### src/rtl/vol_pkg.sv
`default_nettype none
// ============================================================================
//  Module      : vol_pkg
//  Description : Shared definitions for the volatility window controller:
//                default sizing, FSM state encoding and the window-depth
//                clamp helper.
//  Revision    : 1.0 - initial release
// ============================================================================
package vol_pkg;

    localparam int VW_NUM_STOCKS = 4;
    localparam int VW_MAX_DEPTH  = 32;

    typedef enum logic [0:0] {
        VW_RUN   = 1'b0,
        VW_FLUSH = 1'b1
    } vw_state_t;

    // A window shorter than 2 would make every sample evict itself.
    function automatic int clamp_depth(input int req, input int max_depth);
        if (req < 2)
            return 2;
        else if (req > max_depth)
            return max_depth;
        else
            return req;
    endfunction

endpackage
`default_nettype wire

### src/rtl/vol_window_ptr.sv
`default_nettype none
// ============================================================================
//  Module      : vol_window_ptr
//  Description : Write pointer and fill count of one stock's circular window.
//                The pointer wraps at the active depth and fill saturates
//                there. A clear takes effect ahead of a same-cycle advance.
//  Ports       : i_clk, i_reset_n (sync, active-low)
//                i_clear   - zero pointer and fill
//                i_advance - a sample is written to this window
//                i_depth   - active window depth
//                o_wptr    - pointer as seen by this cycle's sample
//                o_fill    - fill as seen by this cycle's sample
//  Revision    : 1.0 - initial release
// ============================================================================
module vol_window_ptr #(
    parameter int DEPTH_W = 6
) (
    input  logic               i_clk,
    input  logic               i_reset_n,
    input  logic               i_clear,
    input  logic               i_advance,
    input  logic [DEPTH_W-1:0] i_depth,
    output logic [DEPTH_W-1:0] o_wptr,
    output logic [DEPTH_W-1:0] o_fill
);

    logic [DEPTH_W-1:0] r_wptr;
    logic [DEPTH_W-1:0] r_fill;
    logic [DEPTH_W-1:0] w_wptr_inc;

    // Expose the post-clear view so a same-cycle sample lands on slot 0.
    assign o_wptr     = i_clear ? '0 : r_wptr;
    assign o_fill     = i_clear ? '0 : r_fill;
    assign w_wptr_inc = o_wptr + 1'b1;

    always_ff @(posedge i_clk) begin
        if (!i_reset_n) begin
            r_wptr <= '0;
            r_fill <= '0;
        end else if (i_advance) begin
            r_wptr <= (w_wptr_inc == i_depth) ? '0 : w_wptr_inc;
            r_fill <= (o_fill == i_depth) ? o_fill : o_fill + 1'b1;
        end else if (i_clear) begin
            r_wptr <= '0;
            r_fill <= '0;
        end
    end

endmodule
`default_nettype wire

### src/rtl/volatility_window_ctrl.sv
`default_nettype none
// ============================================================================
//  Module      : volatility_window_ctrl
//  Description : Per-stock circular-window address controller for the
//                volatility sample buffer. Produces RAM write addresses,
//                eviction flags and fill levels one cycle after each sample.
//                A depth change is followed by a one-cycle FLUSH that empties
//                every window.
//  Options     : VOL_CTRL_EVICT_CNT_EN adds per-stock 16-bit saturating
//                eviction counters (ports i_cnt_id / o_evict_cnt).
//  Ports       : i_clk, i_reset_n (sync, active-low)
//                i_data_valid/i_stock_id -> o_valid/o_stock_id/o_wr_addr/
//                o_evict_valid/o_fill/o_full, o_drop for bad stock ids
//                i_flush/i_flush_id  - clear one stock's window
//                i_cfg_valid/i_cfg_depth - new depth, o_depth active depth
//                o_ready/o_cfg_ready - low only in the FLUSH cycle
//  Revision    : 1.0 - initial release
// ============================================================================
module volatility_window_ctrl
    import vol_pkg::*;
#(
    parameter  int NUM_STOCKS = VW_NUM_STOCKS,
    parameter  int MAX_DEPTH  = VW_MAX_DEPTH,
    localparam int DEPTH_W    = $clog2(MAX_DEPTH + 1),
    localparam int ADDR_W     = $clog2(NUM_STOCKS * MAX_DEPTH),
    localparam int SID_W      = (NUM_STOCKS > 1) ? $clog2(NUM_STOCKS) : 1
) (
    input  logic               i_clk,
    input  logic               i_reset_n,
    input  logic               i_data_valid,
    input  logic [SID_W-1:0]   i_stock_id,
    output logic               o_ready,
    input  logic               i_flush,
    input  logic [SID_W-1:0]   i_flush_id,
    input  logic               i_cfg_valid,
    input  logic [DEPTH_W-1:0] i_cfg_depth,
    output logic               o_cfg_ready,
    output logic               o_valid,
    output logic [SID_W-1:0]   o_stock_id,
    output logic [ADDR_W-1:0]  o_wr_addr,
    output logic               o_evict_valid,
    output logic [DEPTH_W-1:0] o_fill,
    output logic               o_full,
    output logic               o_drop,
`ifdef VOL_CTRL_EVICT_CNT_EN
    input  logic [SID_W-1:0]   i_cnt_id,
    output logic [15:0]        o_evict_cnt,
`endif
    output logic [DEPTH_W-1:0] o_depth
);

    localparam logic [SID_W:0] c_SID_LIMIT = (SID_W + 1)'(NUM_STOCKS);

    vw_state_t          r_state;
    logic [DEPTH_W-1:0] r_depth;

    logic               w_run;
    logic               w_sid_ok;
    logic               w_accept;
    logic [DEPTH_W-1:0] w_wptr [NUM_STOCKS];
    logic [DEPTH_W-1:0] w_fill [NUM_STOCKS];
    logic               w_clear[NUM_STOCKS];
    logic               w_adv  [NUM_STOCKS];
    logic [DEPTH_W-1:0] w_sel_wptr;
    logic [DEPTH_W-1:0] w_sel_fill;
    logic [ADDR_W-1:0]  w_sel_base;
    logic [DEPTH_W-1:0] w_fill_next;
    logic               w_evict;
    logic [DEPTH_W-1:0] w_cfg_depth;

    assign w_run       = (r_state == VW_RUN);
    assign w_sid_ok    = ({1'b0, i_stock_id} < c_SID_LIMIT);
    assign w_accept    = w_run && i_data_valid && w_sid_ok;
    assign o_ready     = w_run;
    assign o_cfg_ready = w_run;
    assign o_depth     = r_depth;
    assign w_cfg_depth = DEPTH_W'(clamp_depth(int'(i_cfg_depth), MAX_DEPTH));

    generate
        for (genvar g = 0; g < NUM_STOCKS; g++) begin : g_win
            // FLUSH empties all windows; no sample is accepted in that cycle.
            assign w_clear[g] = (r_state == VW_FLUSH) ||
                                (w_run && i_flush && (i_flush_id == SID_W'(g)));
            assign w_adv[g]   = w_accept && (i_stock_id == SID_W'(g));

            vol_window_ptr #(
                .DEPTH_W (DEPTH_W)
            ) u_ptr (
                .i_clk     (i_clk),
                .i_reset_n (i_reset_n),
                .i_clear   (w_clear[g]),
                .i_advance (w_adv[g]),
                .i_depth   (r_depth),
                .o_wptr    (w_wptr[g]),
                .o_fill    (w_fill[g])
            );
        end
    endgenerate

    // Select the addressed stock; base is a constant stride, no multiplier.
    always_comb begin
        w_sel_wptr = '0;
        w_sel_fill = '0;
        w_sel_base = '0;
        for (int s = 0; s < NUM_STOCKS; s++) begin
            if (i_stock_id == SID_W'(s)) begin
                w_sel_wptr = w_wptr[s];
                w_sel_fill = w_fill[s];
                w_sel_base = ADDR_W'(s * MAX_DEPTH);
            end
        end
    end

    assign w_evict     = (w_sel_fill == r_depth);
    assign w_fill_next = w_evict ? r_depth : w_sel_fill + 1'b1;

    always_ff @(posedge i_clk) begin
        if (!i_reset_n) begin
            r_state       <= VW_RUN;
            r_depth       <= DEPTH_W'(MAX_DEPTH);
            o_valid       <= 1'b0;
            o_evict_valid <= 1'b0;
            o_drop        <= 1'b0;
            o_full        <= 1'b0;
            o_wr_addr     <= '0;
            o_fill        <= '0;
            o_stock_id    <= '0;
        end else begin
            o_valid       <= w_accept;
            o_evict_valid <= w_accept && w_evict;
            o_drop        <= w_run && i_data_valid && !w_sid_ok;
            if (w_accept) begin
                o_stock_id <= i_stock_id;
                o_wr_addr  <= w_sel_base + ADDR_W'(w_sel_wptr);
                o_fill     <= w_fill_next;
                o_full     <= (w_fill_next == r_depth);
            end
            case (r_state)
                VW_RUN: begin
                    if (i_cfg_valid) begin
                        r_depth <= w_cfg_depth;
                        r_state <= VW_FLUSH;
                    end
                end
                default: r_state <= VW_RUN;
            endcase
        end
    end

`ifdef VOL_CTRL_EVICT_CNT_EN
    logic [15:0] r_evict_cnt [NUM_STOCKS];

    generate
        for (genvar g = 0; g < NUM_STOCKS; g++) begin : g_cnt
            always_ff @(posedge i_clk) begin
                if (!i_reset_n || w_clear[g])
                    r_evict_cnt[g] <= '0;
                else if (w_adv[g] && w_evict && (r_evict_cnt[g] != 16'hFFFF))
                    r_evict_cnt[g] <= r_evict_cnt[g] + 16'd1;
            end
        end
    endgenerate

    always_comb begin
        o_evict_cnt = '0;
        for (int s = 0; s < NUM_STOCKS; s++) begin
            if (i_cnt_id == SID_W'(s))
                o_evict_cnt = r_evict_cnt[s];
        end
    end
`endif

endmodule
`default_nettype wire

### config.mk
export PLATFORM = sky130hd
export DESIGN_NAME = volatility_window_ctrl
export DESIGN_NICKNAME = d
export VERILOG_FILES = /design/src/rtl/vol_pkg.sv /design/src/rtl/vol_window_ptr.sv /design/src/rtl/volatility_window_ctrl.sv
export SDC_FILE = /design/constraint.sdc
export NUM_CORES = 1
export LEC_CHECK = 0
export BUFFER_PORTS_ARGS = -buffer_cell sky130_fd_sc_hd__buf_2
export CAP_MARGIN = 10
export CORE_MARGIN = 4
export CORE_UTILIZATION = 63
export DETAILED_ROUTE_END_ITERATION = 10
export PLACE_DENSITY = 0.91
export SETUP_SLACK_MARGIN = 0.5
export SLEW_MARGIN = 20
export SYNTH_ARGS = -nofsm -noshare
export SYNTH_HDL_FRONTEND = slang
export SYNTH_HIERARCHICAL = 1
export SYNTH_SLANG_ARGS = --single-unit
### constraint.sdc
create_clock -name i_clk -period 6.7 [get_ports i_clk]
set_input_delay 0.335 -clock i_clk [delete_from_list [all_inputs] [get_ports i_clk]]
set_output_delay 0.335 -clock i_clk [all_outputs]
set_load 0.1 [all_outputs]
Word level (Yosys, flattened, before mapping)
Index checks and enable logic that the tools add are counted.
Cells by class
  add/sub/neg operators: 10
  order comparisons: 2
  equality and inequality tests: 16
  multiplexer cells: 39
  bitwise operators: 2
  reductions and logical operators: 19
Operator list (number)
  6-bit two-way mux: 36
  6-bit equality test: 10
  6-bit by 1-bit adder with 6-bit output (second input constant): 9
  7-bit two-way mux: 2
  1-bit logical AND: 11
  2-bit equality test (second input constant): 4
  7-bit by 6-bit adder with 7-bit output: 1
  6-bit greater-than comparator (second input constant): 1
  6-bit by 2-bit < comparator with 1-bit output (second input constant): 1
  2-bit by 1-bit equality test with 1-bit output (second input constant): 2
  2-bit zero test: 2
  1-bit logical OR: 4
  1-bit inverter: 2
  2-bit AND reduction: 1
  2-bit OR reduction: 1
  1-bit two-way mux: 1
Storage, ports and cells
  bits in registers: 73
  bits of input ports: 15
  output and inout port bits: 27
  logic and storage cells: 104

Depth between registers and ports, before layout
Gate-level depths: netlist of run 1.
  depth after elaboration: 12
  gate-level depth with buffers: 12
  mapped depth without buffers: 10

By module
The synthesis of run 1 kept the hierarchy.
Modules (own cells, without submodules)
  vol_window_ptr: times used 4, cells each 124, area each 1103.6 um^2, seq. area each 240.2 um^2
  volatility_window_ctrl: times used 1, cells each 166, area each 1562.7 um^2, seq. area each 500.5 um^2

Worst setup path after synthesis of run 1
Ideal clock, no wire load.
  path kind: register to register
  from: register r_state
  to: register o_full
  library setup time: 93 ps
  data arrival time: 3393 ps
  data required time: 6607 ps
  slack: 3214 ps
  stages on the path, launching flop included: 13
  path buffers: 2
  period minus slack after synthesis: 3486 ps
  cell sequence: dfxtp_1 -> inv_1 -> o21ai_0 -> buf_6 -> buf_2 -> nor2b_1 -> mux4_2 -> ha_1 -> xor2_1 -> xnor2_1 -> nand2_1 -> or4_1 -> o32ai_1
RTL lines
  start, declared: line volatility_window_ctrl.sv:54  | vw_state_t r_state;
  start signal, assigned: line volatility_window_ctrl.sv:119  | r_state <= VW_RUN;
  start signal, assigned: line volatility_window_ctrl.sv:142  | r_state <= VW_FLUSH;
  start signal, assigned: line volatility_window_ctrl.sv:145  | default: r_state <= VW_RUN;
  end signal, assigned: line volatility_window_ctrl.sv:136  | o_full <= (w_fill_next == r_depth);
  end, declared: line volatility_window_ctrl.sv:43  | output logic o_full,

==> run summary, run 1 <==
Clock power frac: 0.337
CORE AREA: 0.00924 mm²
Initial antenna violation count: 2
Async S/R FF share, synth: 0
Routability congestion estimate: 0.937
PostCTS Resize Cnt: 0
Syn nets: 687
Die area: 0.0111 mm²
MaxCap Viol Count: 0
First-pass GRT wire length: 26100 µm
Path type of the worst setup path: reg2reg
Hold Crit Class: in2reg
Most used DFF post-synth: dfxtp_1
LEAKAGE: 2.56 nW
Synth area leaders: dfxtp_1, nor2b_1, mux4_2
Max VDD drop: 0.000129 V
Sequential Power Share: 0.455
Setup TNS: 0 ns
Synth top area share: 0.245
Layout Nets: 704
Final worst setup slack: 3.45 ns
Max incr delay on CP: 1.02 ns
Least-Margin Pin Slew: 1.11 ns
Slew headroom: 0.258
Comb power frac: 0.208
Seq/Total Area, Yosys: 0.245
WP data arrival: 3.53 ns
Worst-path cell chain: inv_1 > nand2_1 > nor3b_1 > inv_1 > o32ai_4 > o211ai_2 > o32ai_2
Max Buffers Root-to-Sink: 2
Final setup fails: 0
Most frequent cell on the critical path: inv_1
Worst skew pair latency: 0.37 ns
RSZ-0062 raised after global routing: no
Num ports: 42
CTS tree: built
NetSw: 0.000352 W
Total number of vias: 5450
Starting density of the core: 0.647
Final slew viol count: 0
Cells after Synth: 662
Post-synthesis cell type count: 71
WHS: 0.245 ns
CP endpoint kind: register
Number of global-route vias before repair: 5355
Final Instance Area: 0.00632 mm²
Overflow after GRT: 0
Drt pass-1 iters: 6
Placed Area: 0.00614 mm²
Row cnt: 35
DRT Wirelength: 15800 µm
Avg Inst Size Synth: 9.03 µm²
Post-CTS setup buffer count: 0
Post-synth EDFFs: 0
Detail Placement HPWL: 11100 µm
Layout area overhead: 5.80%
Gr usage total: 0.286
IO buf count: 40
Highest Clock Rate: 307 MHz
Yosys warnings: 6
Final Critical Period: 3.25 ns
Root buffer cell: clkbuf_8
Final Hold Vio Count: 0
Die width: 105 µm
Worst EP required: 6.98 ns
Htree depth: 3
Largest area contributor in the netlist: dfxtp_1
Final ANT Viol Nets: 0
Largest net degree at the start of global routing: 74
Outcome: finished clean
Cell Pwr Density: 158 mW/mm²
Worst Skew: 0.0134 ns
Antenna diodes: 0
# hold bufs at CTS: 0
Pre-CTS WS: 3.36 ns
CTS sink count: 73
Switching share of power: 0.353
Share of cells above drive strength 1: 0.200
Clk slew on worst S/H paths: 0.09 ns
CP max-delay cell: nor3b_1
Yosys reg bits: 73
Num CTS Buffers: 9
Mapped Area: 0.00598 mm²
Die Y-Extent: 105 µm
Crit Path Max Fanout: 15
Period utilization: 0.486
Average wire per standard cell: 19.4 µm
Int Pwr: 0.000645 W
Drt drc: 0
Starting DRT DRC Count: 572
CP startpoint kind: register
Vias per cell: 6.70
[flip-flops by register name, indices dropped and copies added (netlist names), 2 cells and up]
name	cells
o_depth	6
o_stock_id	2
g_win.u_ptr/r_wptr	24
g_win.u_ptr/r_fill	24
o_wr_addr	7
o_fill	6
[cell type report]
type                       count  area, µm²
multi-input combinational    523       4160
fill                         702       2920
sequential                    73       1460
timing repair buffer          51        283
tap                          129        161
clock buffer                   9        124
inverter                      21       78.8
clock inverter                 7       58.8
[cell usage after synthesis (11+ instances only)]
| cell | count |
|---|---|
| a21oi_1 | 21 |
| nor2_1 | 42 |
| nand2b_1 | 14 |
| o2111a_1 | 12 |
| mux2i_1 | 19 |
| dfxtp_1 | 73 |
| nand2_1 | 59 |
| nand3_1 | 20 |
| nor3_1 | 11 |
| clkbuf_1 | 15 |
| inv_1 | 21 |
| xnor2_1 | 25 |
| and3_1 | 13 |
| a22o_1 | 16 |
| nor2b_1 | 37 |
| xor2_1 | 22 |
| buf_2 | 17 |
[cell families (layout without fill, tap and decap cells)]
family | count (synthesis) | in the layout | share of synthesized area
AOI/OAI and AO/OA | 154 | 154 | 0.244
muxes | 39 | 39 | 0.0959
DFF | 73 | 73 | 0.245
adders and majority gates | 10 | 10 | 0.0209
and+or+nand+nor | 271 | 271 | 0.263
other | 1 | 1 | 0.000627
buffers and inverters | 66 | 88 | 0.0601
xor gates and xnor gates | 48 | 48 | 0.0716
[layout by cell type, fill, tap and decap left out, types with 13 or more instances in the layout]
| cell type | instances |
|---|---|
| nand3_1 | 20 |
| xor2_1 | 22 |
| inv_1 | 21 |
| xnor2_1 | 25 |
| nand2_1 | 59 |
| nor2_1 | 42 |
| buf_2 | 40 |
| mux2i_1 | 19 |
| dfxtp_1 | 73 |
| a21oi_1 | 21 |
| a22o_1 | 16 |
| nand2b_1 | 14 |
| nor2b_1 | 37 |
| and3_1 | 13 |
[worst max-delay path, delay by kind of cell, from the launching register on]
kind	cells	cell delay, ns
buffers and inverters	2	0.44
flip-flops	1	0.32
AND/OR/NAND/NOR	2	1.43
AO/OA/AOI/OAI	3	0.96
[worst paths after layout]
check             slack (ns)  depth (start not counted)            from                        to
setup / recovery        3.45                          7         r_state  g_win[1].u_ptr/r_fill[4]
hold / removal          0.24                          3  i_cfg_depth[5]                o_depth[5]
setup reg to reg        3.45                          7         r_state  g_win[1].u_ptr/r_fill[4]
hold reg to reg         0.46                          2    o_wr_addr[0]              o_wr_addr[0]
[layer usage]
metal  track usage  share of wire  up-vias
li1              -              -     2501
met1         0.351           0.38     2598
met2         0.481           0.48      288
met3        0.0772           0.10       59
met4         0.103          0.031        4
met5             0         0.0017        -
[power groups by stage]
stage / Clock (W) / Sequential [W] / Combinational (W)
after global placement: 0 / 0.000463 / 0.000197
after global routing: 0.000360 / 0.000455 / 0.000220
after CTS: 0.000341 / 0.000453 / 0.000204
after detailed placement: 0 / 0.000463 / 0.000204
after floorplan: 0 / 0.000507 / 0.000125
final: 0.000336 / 0.000454 / 0.000207
[through the flow]
step	power [W]	util	cells
after floorplan	0.000632	-	662
after global placement	0.000660	0.665	797
after detailed placement	0.000667	0.665	797
after CTS	0.000999	0.684	813
after global routing	0.00103	0.684	813
final	0.000997	0.684	813
Power figures use the tool's default switching activity.
==> run 2: changes to the inputs <==
- CORE_UTILIZATION: 63 -> 62
- PLACE_DENSITY: 0.91 -> 0.9
- clock period: 6.7 -> 3.15 ns (I/O delays scaled with it)
==> run 2 against run 1 <==
Cell count grew 4.9%. Critical path depth grew 3. Hold slack lost 0.17 ns. Clock power grew to 2.5 times the previous value. Count of clock-buffer cells in the layout grew 1. Flip-flop and latch count is the same. Global-route usage grew 2.2 points. Die area grew 1.5%. Sequential share of layout area shrank 2.5 points. Combinational power grew to 2.6 times the previous value. First-iteration DRC count grew 13%.
==> run summary, run 2 (synthesis results as in run 1) <==
Cell Pwr Density: 335 mW/mm²
Htree depth: 3
Worst-path cell chain: clkinvlp_4 > o21ai_4 > buf_4 > nor2b_1 > mux4_2 > buf_4 > xor2_2 > xnor2_1 > or4_4 > o32ai_2
Path type of the worst setup path: reg2reg
CTS sink count: 73
Initial antenna violation count: 0
Final Hold Vio Count: 0
Starting DRT DRC Count: 644
Slew headroom: 0.242
CORE AREA: 0.00933 mm²
Crit path buffers/inverters: 3
Worst EP required: 3.43 ns
Max VDD drop: 0.000228 V
Root buffer cell: clkbuf_8
Layout Nets: 744
CP endpoint kind: register
Final core occ: 0.761
Number of global-route vias before repair: 5606
Starting density of the core: 0.641
Die Y-Extent: 106 µm
Outcome: finished clean
Detail Placement HPWL: 11800 µm
CP startpoint kind: register
Period utilization: 0.959
Commonest cells after routing, fill and taps aside: dfxtp_1, nand2_1, nor2_1, buf_4, buf_2
Final ANT Viol Nets: 0
Crit Path Max Fanout: 5
Top delay family on crit path: buffers and inverters
CTS tree: built
Overflow after GRT: 0
First-pass GRT wire length: 28000 µm
Layout area overhead: 18.8%
Largest net degree at the start of global routing: 41
Drt drc: 0
Max incr delay on CP: 0.58 ns
Worst skew pair latency: 0.36 ns
Antenna diodes: 0
Final Critical Period: 3.02 ns
Final setup fails: 0
CP max-delay cell: mux4_2
Least-Margin Pin Slew: 1.14 ns
WP data arrival: 3.30 ns
IO buf count: 40
Most common cell after layout, fill and taps aside: dfxtp_1
Num CTS Buffers: 9
LEAKAGE: 2.83 nW
RSZ-0062 raised after global routing: yes
Row cnt: 35
Setup TNS: 0 ns
Overall Power: 0.00237 W
Average wire per standard cell: 22.5 µm
Worst Skew: 0.0113 ns
Hold Crit Class: in2reg
Vias per cell: 6.94
Num ports: 42
MaxCap Viol Count: 0
Clk slew on worst S/H paths: 0.09 ns
Share of cells above drive strength 1: 0.304
Highest Clock Rate: 331 MHz
Total number of vias: 5923
Final slew viol count: 0
Drt pass-1 iters: 6
Gr usage total: 0.308
Top flop regs: g_win.u_ptr/r_fill x24, g_win.u_ptr/r_wptr x24, o_wr_addr x7
DRT Wirelength: 19200 µm
Most frequent cell on the critical path: buf_4
Die area: 0.0113 mm²
Max Buffers Root-to-Sink: 2
Routability congestion estimate: 0.967
Die width: 106 µm
[run 2: power breakdown]
part | leakage [nW] | internal [W] | switching [W]
logic | 2.14 | 0.000192 | 0.000345
clock network | 0.103 | 0.000449 | 0.000399
registers | 0.593 | 0.000943 | 0.0000452
[run 2: per-stage QoR]
stage / hold slack, ns / cells / setup slack, ns / cell area, µm²
5_1_grt: 0.113 / 853 / 0.0241 / 7100
6_report: 0.0704 / 853 / 0.128 / 7100
3_3_place_gp: 0.434 / 806 / 0.254 / 6380
2_1_floorplan: 0.283 / 662 / 0.00844 / 6180
4_1_cts: 0.0636 / 838 / 0.291 / 6760
3_5_place_dp: 0.441 / 806 / 0.137 / 6380
[run 2: cell type report]
type                            instances  area [µm²]
Inverter                               21        92.6
Fill cell                             576        2230
Clock buffer                           10         128
Sequential cell                        73        1470
Multi-Input combinational cell        523        4500
Timing Repair Buffer                   91         659
Clock inverter                          6        92.6
Tap cell                              129         161
[run 2: path summary, 6_finish.rpt]
path,startpoint,end,slack (ns),cells after the start
setup / recovery,r_state,o_full,0.13,10
hold / removal,i_cfg_depth[3],o_depth[3],0.07,3
setup reg to reg,r_state,o_full,0.13,10
hold reg to reg,o_wr_addr[2],o_wr_addr[2],0.46,2
[run 2: per-layer routing]
metal  vias to the layer above  share of wire  GRT usage
met2                       449           0.48      0.524
met4                         0          0.048      0.137
li1                       2588              -          -
met1                      2782           0.36      0.365
met5                         -              0          0
met3                       104           0.12     0.0789
[run 2: worst register-to-register path: cells and delay by family, from the launching register on]
family                    cells  cell delay (ns)
buffers and inverters         3             0.64
and+or+nand+nor               2             0.57
xor gates and xnor gates      2             0.34
DFF                           1             0.36
muxes                         1             0.58
AOI/OAI and AO/OA             2             0.46
[run 2: repair_timing]
action / in CTS / in global routing
setup buffers: 16 / 14
pin swaps: 2 / 14
resized for setup: 6 / 38
hold buffers: 0 / 0
gates cloned: 0 / 1
endpoints found under the setup margin: 32 / 44
==> run 3: changes to the inputs <==
- CORE_UTILIZATION: 62 -> 40
- PLACE_DENSITY: 0.9 -> 0.65
==> run 3 against run 2 <==
Sequential power down 0.9%. Via count fell by 6.6%. Register-to-register slack better by 0.19 ns. First-iteration DRC count shrank 31%. Largest cell class unchanged. Largest power group is now clock.
==> run summary, run 3 (synthesis results as in run 1) <==
Cell Pwr Density: 358 mW/mm²
WP data arrival: 3.06 ns
Worst setup endpoint: o_fill[1]
Final setup fails: 0
M1 GR Usage: 0.249
Die width: 130 µm
# hold bufs at CTS: 0
Reg2reg start: r_state
Gr usage total: 0.201
CP startpoint kind: register
MaxCap Viol Count: 0
Num ports: 42
Drt drc: 0
Top delay family on crit path: multiplexers
Layout area overhead: 23.0%
Detail Placement HPWL: 11700 µm
Final Hold Vio Count: 0
Row cnt: 44
Worst setup path startpoint: r_state
Final slew viol count: 0
Top flop regs: g_win.u_ptr/r_fill x24, g_win.u_ptr/r_wptr x24, o_wr_addr x7
CTS sink count: 73
Hold Crit Class: in2reg
Final std cells w/o fill: 917
Worst-path cell chain: clkinvlp_4 > o21ai_4 > buf_6 > nor2b_2 > mux4_2 > xnor2_2 > nand4_2 > buf_6 > nor3_4 > mux2i_1 > a21oi_1
Least-Margin Pin Slew: 0.933 ns
Number of global-route vias before repair: 5248
First-pass GRT wire length: 26700 µm
Routability congestion estimate: 0.874
Total number of vias: 5531
Worst EP required: 3.39 ns
IO buf count: 40
Placed Area: 0.00647 mm²
Dpl cells: 863
GR Layer Usage met2: 0.342
Die Y-Extent: 130 µm
Commonest cells after routing, fill and taps aside: dfxtp_1, nand2_1, buf_4, nor2_1, buf_2
Clk slew on worst S/H paths: 0.06 ns
Final ANT Viol Nets: 0
FILL cells: 1280
Path type of the worst setup path: reg2reg
LEAKAGE: 2.93 nW
Critical path depth: 11
Max Buffers Root-to-Sink: 2
CP max-delay cell: mux4_2
Overflow after GRT: 0
Die area: 0.0170 mm²
Largest net degree at the start of global routing: 73
Initial antenna violation count: 0
Max incr delay on CP: 0.52 ns
Num CTS Buffers: 9
Starting DRT DRC Count: 444
Average wire per standard cell: 18.7 µm
Layout Nets: 754
Worst skew pair latency: 0.35 ns
Most common cell after layout, fill and taps aside: dfxtp_1
Crit Path Max Fanout: 8
Htree depth: 3
Starting density of the core: 0.410
Period utilization: 0.898
Setup TNS: 0 ns
Outcome: finished clean
Hold Startpoint: i_cfg_depth[3]
Max VDD drop: 0.000266 V
RSZ-0062 raised after global routing: yes
CTS tree: built
R2R depth: 11
Worst Skew: 0.00488 ns
Final Instance Area: 0.00735 mm²
Reg2Reg Setup Slack: 0.32 ns
CORE AREA: 0.0146 mm²
Drt pass-1 iters: 5
Most frequent cell on the critical path: buf_6
Gr busiest metal: met2
Overall Power: 0.00263 W
Root buffer cell: clkbuf_16
Final Critical Period: 2.83 ns
Highest Clock Rate: 353 MHz
Reg2reg end: o_fill[1]
Share of cells above drive strength 1: 0.317
Crit path buffers/inverters: 3
Antenna diodes: 0
CP endpoint kind: register
Slew headroom: 0.377
Met3 track utilization from global routing: 0.0364
DRT Wirelength: 17100 µm
Vias per cell: 6.03
run 3: cell types whose count changed in the layout (fill, tap and decap cells not counted), sizes merged:
cell,delta
clkinv,-1
o21ai,+3
clkbuf,-1
o32ai,+1
buf,+7
run 3: area by class of cell:
cell class | count | area (µm²) | area share
Clock inverter | 5 | 80.1 | 0.0109
Tap cell | 184 | 230 | 0.0313
Timing Repair Buffer | 97 | 694 | 0.0945
Inverter | 21 | 92.6 | 0.0126
Multi-Input combinational cell | 527 | 4550 | 0.619
Clock buffer | 10 | 239 | 0.0325
Sequential cell | 73 | 1470 | 0.199
run 3: routing by layer:
layer / up-vias / part of all wire
met2: 169 / 0.48
met3: 25 / 0.056
met5: - / 0
li1: 2626 / -
met1: 2711 / 0.44
met4: 0 / 0.021
run 3: tightest hold or removal path: cells and delay by family:
family / cells / cell delay (ns)
AOI/OAI and AO/OA: 1 / 0.07
buffers and inverters: 1 / 0.10
and+or+nand+nor: 1 / 0.07
run 3: power breakdown:
group / switching (W) / internal (W) / total (W)
clock: 0.000412 / 0.000709 / 0.00112
combinational: 0.000339 / 0.000191 / 0.000530
sequential: 0.0000347 / 0.000945 / 0.000980
run 3: how the worst min path moves through the flow:
stage / end / cells after the start
after floorplan: o_depth[5] / 2
after global placement: o_depth[4] / 3
after detailed placement: o_depth[3] / 3
after CTS: o_depth[3] / 3
after global routing: o_depth[5] / 3
final: o_depth[3] / 3
run 3: metrics by stage:
stage	util	worst slack [ns]	hold WS, ns
after floorplan	-	0.00844	0.283
after global placement	0.444	0.232	0.434
after detailed placement	0.444	0.180	0.440
after CTS	0.483	0.404	0.0778
after global routing	0.504	0.184	0.111
final	0.504	0.320	0.0868
run 3: what timing repair did:
item / 4_1_cts / 5_1_grt
pin swaps: 3 / 15
setup endpoints to repair: 30 / 41
gates cloned: 3 / 1
buffers inserted: 20 / 15
resized for setup: 16 / 32
